`config.mk`:
```
export PLATFORM = sky130hd
export DESIGN_NAME = tdc_hw_accum
export DESIGN_NICKNAME = d
export VERILOG_FILES = /design/src/rtl/tdc_pkg.sv /design/src/rtl/tdc_minmax_trk.sv /design/src/rtl/tdc_hw_accum.sv
export SDC_FILE = /design/constraint.sdc
export NUM_CORES = 1
export LEC_CHECK = 0
export ABC_AREA = 1
export ABC_CLOCK_PERIOD_IN_PS = 3500
export CORE_UTILIZATION = 49
export CTS_CLUSTER_DIAMETER = 40
export DETAILED_ROUTE_END_ITERATION = 6
export PLACE_DENSITY = 0.85
export REMOVE_ABC_BUFFERS = 1
export SLEW_MARGIN = 20
export SYNTH_ARGS = -nofsm -noshare
export SYNTH_HDL_FRONTEND = slang
export SYNTH_SLANG_ARGS = --single-unit
```
`constraint.sdc`:
```
create_clock -name clk -period 3.5 [get_ports clk]
set_input_delay 0.35 -clock clk [delete_from_list [all_inputs] [get_ports clk]]
set_output_delay 0.35 -clock clk [all_outputs]
set_load 0.05 [all_outputs]
```
`src/rtl/tdc_pkg.sv`:
```
`default_nettype none
// ============================================================================
// Module   : tdc_pkg
// Brief    : Shared types and sizing helpers for the TDC Hamming-weight accumulator.
// Revision : 1.0
// ============================================================================
package tdc_pkg;

  typedef enum logic [1:0] {
    ACCUM_IDLE = 2'd0,
    ACCUM_RUN  = 2'd1,
    ACCUM_DONE = 2'd2
  } accum_state_t;

  localparam int unsigned c_N_DEFAULT            = 64;
  localparam int unsigned c_LOG2_SAMPLES_DEFAULT = 4;

  function automatic int unsigned hw_width(input int unsigned n);
    return $clog2(n) + 1;
  endfunction

  function automatic int unsigned sum_width(input int unsigned n, input int unsigned log2_samples);
    return $clog2(n) + 1 + log2_samples;
  endfunction

  // Out-of-range weights cannot come from a healthy core; saturate rather than wrap.
  function automatic int unsigned clamp_hw(input int unsigned hw, input int unsigned n);
    return (hw > n) ? n : hw;
  endfunction

endpackage
`default_nettype wire

```
`src/rtl/tdc_minmax_trk.sv`:
```
`default_nettype none
// ============================================================================
// Module   : tdc_minmax_trk
// Brief    : Registered batch minimum/maximum tracker with synchronous clear.
// Revision : 1.0
// ============================================================================
module tdc_minmax_trk #(
  parameter int unsigned W       = 7,
  parameter int unsigned MAX_VAL = 64
) (
  input  logic         clk,
  input  logic         rst_n,
  input  logic         clear,
  input  logic         update,
  input  logic [W-1:0] hw,
  output logic [W-1:0] hw_min,
  output logic [W-1:0] hw_max
);

  logic [W-1:0] r_min;
  logic [W-1:0] r_max;

  always_ff @(posedge clk or negedge rst_n) begin
    if (!rst_n) begin
      r_min <= W'(MAX_VAL);
      r_max <= '0;
    end else if (clear) begin
      r_min <= W'(MAX_VAL);
      r_max <= '0;
    end else if (update) begin
      if (hw < r_min) r_min <= hw;
      if (hw > r_max) r_max <= hw;
    end
  end

  assign hw_min = r_min;
  assign hw_max = r_max;

endmodule
`default_nettype wire

```
`src/rtl/tdc_hw_accum.sv`:
```
`default_nettype none
// ============================================================================
// Module   : tdc_hw_accum
// Brief    : Accumulates a power-of-two batch of TDC Hamming weights into
//            sum/mean and, with TDC_HW_ACCUM_MINMAX_EN defined, min/max.
// Revision : 1.0
// ============================================================================
module tdc_hw_accum
  import tdc_pkg::*;
#(
  parameter int unsigned N            = c_N_DEFAULT,
  parameter int unsigned LOG2_SAMPLES = c_LOG2_SAMPLES_DEFAULT
) (
  input  logic                                  clk,
  input  logic                                  rst_n,
  input  logic                                  en,
  input  logic                                  start,
  input  logic [hw_width(N)-1:0]                hw_in,
  input  logic                                  hw_valid,
  output logic                                  busy,
  output logic                                  done,
  output logic [sum_width(N, LOG2_SAMPLES)-1:0] sum,
  output logic [hw_width(N)-1:0]                mean,
  output logic [hw_width(N)-1:0]                hw_min,
  output logic [hw_width(N)-1:0]                hw_max
);

  localparam int unsigned HW_W  = hw_width(N);
  localparam int unsigned SUM_W = sum_width(N, LOG2_SAMPLES);

  accum_state_t            r_state;
  accum_state_t            w_state_nxt;
  logic [LOG2_SAMPLES-1:0] r_count;
  logic [SUM_W-1:0]        r_sum;
  logic [HW_W-1:0]         w_hw_clamp;
  logic                    w_clear;
  logic                    w_accept;

  assign w_hw_clamp = HW_W'(clamp_hw(32'(hw_in), N));

  always_ff @(posedge clk or negedge rst_n) begin
    if (!rst_n) r_state <= ACCUM_IDLE;
    else        r_state <= w_state_nxt;
  end

  // start outranks hw_valid; en low masks both strobes and freezes the FSM.
  always_comb begin
    w_state_nxt = r_state;
    w_clear     = 1'b0;
    w_accept    = 1'b0;
    if (en) begin
      if (start) begin
        w_clear     = 1'b1;
        w_state_nxt = ACCUM_RUN;
      end else if (r_state == ACCUM_RUN && hw_valid) begin
        w_accept = 1'b1;
        if (r_count == '1) w_state_nxt = ACCUM_DONE;
      end
    end
  end

  // The count rolls from all-ones to zero exactly on the DONE transition.
  always_ff @(posedge clk or negedge rst_n) begin
    if (!rst_n) begin
      r_sum   <= '0;
      r_count <= '0;
    end else if (w_clear) begin
      r_sum   <= '0;
      r_count <= '0;
    end else if (w_accept) begin
      r_sum   <= r_sum + SUM_W'(w_hw_clamp);
      r_count <= r_count + 1'b1;
    end
  end

  assign busy = (r_state == ACCUM_RUN);
  assign done = (r_state == ACCUM_DONE);
  assign sum  = r_sum;
  assign mean = r_sum[SUM_W-1:LOG2_SAMPLES];

`ifdef TDC_HW_ACCUM_MINMAX_EN
  tdc_minmax_trk #(
    .W       (HW_W),
    .MAX_VAL (N)
  ) u_minmax (
    .clk    (clk),
    .rst_n  (rst_n),
    .clear  (w_clear),
    .update (w_accept),
    .hw     (w_hw_clamp),
    .hw_min (hw_min),
    .hw_max (hw_max)
  );
`else
  assign hw_min = '0;
  assign hw_max = HW_W'(N);
`endif

endmodule
`default_nettype wire

```
==> results.md <==
- Final WL: 2.516 mm
- Clk pwr share: 0.190
- Crit end category: flip-flop
- Mapped Area: 0.001386 mm2
- CTS clk-pin slew, worst paths: 100 ps
- Area after DPL: 0.001610 mm2
- Pins Over Slew Limit: 0
- Slew HR: 0.4891
- Filler cells: 232
- Via count: 1138
- P_sw: 0.0002230 W
- Critical path peak fanout: 6
- Rows: 18
- Cells resized by post-CTS repair: 0
- XOR/XNOR Fraction of Synth Area: 0
- Setup CP Type: primary input to flip-flop
- Fin crit share: 0.6475
- Critical path required time: 3700 ps
- GR Overflow Total: 0
- Cell total after placement: 235
- Inserted Clock Buffers: 3
- Worst-skew pair later-pin latency: 290 ps
- Fin area: 0.001638 mm2
- Post-synthesis simple-gate area fraction: 0.3114
- Final total negative setup slack: 0 ps
- Worst setup margin: 1234 ps
- Largest family of logic cells by synthesized area: simple AND/OR/NAND/NOR gates
- Gr usage total: 0.1923
- P&R area growth vs syn: 18.14%
- Global-route wire length before repair: 4.160 mm
- Ant. Diodes: 0
- DRT Pass-1 Iters: 4
- Largest net degree at the start of global routing: 18
- Fin nets: 231
- WP data arrival: 2460 ps
- Post-CTS Hold Buffers: 0
- Post-synthesis instance total: 184
- Top cell type's share of synthesized area: 0.3069
- Port bufs: 31
- Initial antenna violation count: 0
- Maximum vdd drop: 0.2815 mV
- Sw frac: 0.4083
- Gpl congestion: 0.8323
- Pint: 0.0003231 W
- Share of cells above drive strength 1: 0.08134
- Status: finished, final reports clean
- Initial Util: 0.5400
- Iteration-0 DRC Markers: 26
- Post-Synth Adder-Cell Area: 0.08664
- Reg-to-Reg Start: sum[0]$_DFFE_PN0P_
- Die width: 55.19 um
- Vias in the first global route: 985
- RSZ-0062 raised after global routing: false
- Util after Layout: 0.6379
- Synthesized area per cell: 7.534 um2
- Pre-CTS setup slack: 923.9 ps
- Period minus WS final: 2266 ps
- Leak pwr: 0.8656 nW
- Worst Max-Slew Pin Slew: 763.9 ps
- Die H: 55.19 um
- Synthesized flop and latch total: 17
- DRC Markers: 0
- Syn. warnings: 0
- Yosys cell types: 24
- Fmax: 441.2 MHz
- CP startpoint: hw_in[5]
- Multiplexer area fraction after synthesis: 0
- Gate power share: 0.381
- # IOs: 46
- Post-Layout Cell Count: 239
- Synth Area in Compound Gates: 0.1029
- Pwr dens: 333.4 mW/mm2
- # clock sinks: 17
- Clk_skew: 8.310 ps
- Max Cap Violations: 0
- H-tree Lvls: 1
- Class of the worst hold path: primary input to asynchronous set/reset pin
- Total setup buffers inserted after CTS: 0
- Fin. Hold Viols: 0
- Final antenna-violating net count: 0
- Vias per cell: 4.762
- CTS Buffer Depth: 2
- CTS tree: yes
- Die ar.: 0.003046 mm2
- DP Wirelength: 1.986 mm
- Clock root buffer: clkbuf_4
- Top cells by area, synth: dfrtp_1 31%, nand2_1 12%, buf_4 11%
- Core area: 0.002567 mm2
- Routed WL per cell: 10.53 um
- Flop pwr share: 0.429
- Yosys top cell by area: dfrtp_1
- Sequential area share after synthesis: 0.3069
- Final Setup Violations: 0
- Startpoint Class: primary input
## power groups by stage
stage | sequential, W | combinational (W) | clock [W]
after floorplan | 0.000278 | 0.000107 | 0
after global placement | 0.000237 | 0.000206 | 0
final | 0.000234 | 0.000208 | 0.000104
after CTS | 0.000234 | 0.000209 | 0.000110
after detailed placement | 0.000238 | 0.000208 | 0
after global routing | 0.000238 | 0.000225 | 0.000116
## kinds of logic after synthesis
group	Yosys count
buffers and inverters	46
adder cells (fa/ha/maj)	9
AND/OR/NAND/NOR	88
flip-flops	17
other	2
AO/OA/AOI/OAI	22
## cell type report
cell class                      instances  area (um2)  share of cell area
Tap cell                               30       37.54             0.02292
Clock inverter                          1       5.005            0.003056
Sequential cell                        17       425.4              0.2597
Clock buffer                            3       22.52             0.01375
Multi-Input combinational cell        133       747.0              0.4561
Timing Repair Buffer                   31       310.3              0.1895
Inverter                               24       90.09             0.05500
## metrics by stage
stage / power (W) / hold WS (ps)
after global placement: 0.0004425 / 504.7
after detailed placement: 0.0004458 / 514.9
after global routing: 0.0005802 / 546.7
after floorplan: 0.0003855 / 54.41
final: 0.0005461 / 493.6
after CTS: 0.0005528 / 518.6
## worst max-delay path, cell delays in order
cell and delay [ps]:
clkdlybuf4s50_1 450, inv_1 50, nand4_1 80, o21ai_0 70, inv_1 170, nor2_1 70
ha_1 210, fa_1 410, nand2_1 100, nand2_1 100, nand3_1 100, nand2_1 100
a21oi_1 140, nor2_1 60
## cell usage in the layout, fill, tap and decap left out
cell | netlist | layout
clkbuf_4 | 0 | 3
nor2_4 | 2 | 2
conb_1 | 2 | 14
o21ai_0 | 4 | 4
inv_2 | 1 | 1
o21ai_2 | 3 | 3
nand3_1 | 11 | 11
a21oi_1 | 9 | 9
inv_1 | 23 | 23
nand2_1 | 44 | 44
nand2_8 | 1 | 1
o21a_1 | 1 | 1
fa_1 | 1 | 1
nand4_1 | 3 | 3
nand2_4 | 3 | 3
or2_1 | 2 | 2
nor2_1 | 16 | 16
ha_1 | 8 | 8
nor2_2 | 1 | 1
clkdlybuf4s50_1 | 0 | 31
clkinv_2 | 0 | 1
nand3b_1 | 5 | 5
dfrtp_1 | 17 | 17
a22o_1 | 3 | 3
a21oi_2 | 2 | 2
## registers in the layout (all words and copies together), names as in the netlist
signal   cells
r_state      2
r_count      4
sum         11
## per-layer routing
metal	global-route usage	wire (um)	vias to the layer above
met5	0	0	-
met4	0.02500	21	0
met3	0.05738	104	2
met2	0.3112	1145	32
met1	0.2593	1245	506
li1	-	-	598
## final timing paths
check | to | slack [ps] | depth (start not counted)
hold reg to reg | r_state[1]$_DFFE_PN0P_ | 530 | 2
setup / recovery | sum[8]$_DFFE_PN0P_ | 1230 | 14
min in group clk | r_state[1]$_DFFE_PN0P_ | 530 | 2
setup reg to reg | sum[8]$_DFFE_PN0P_ | 1770 | 8
max in group asynchronous | sum[0]$_DFFE_PN0P_ | 2520 | 1
hold / removal | sum[7]$_DFFE_PN0P_ | 490 | 1
## synth_stat cells, drive strengths merged
cell and n:
nand4 3, fa 1, nor2 19, o21a 1
o21ai 7, nand3 11, a22o 3, ha 8
buf 22, a21oi 11, dfrtp 17, or2 2
inv 24, nand3b 5, nand2 48, conb 2
No activity file was read; power rests on OpenSTA's default activity.
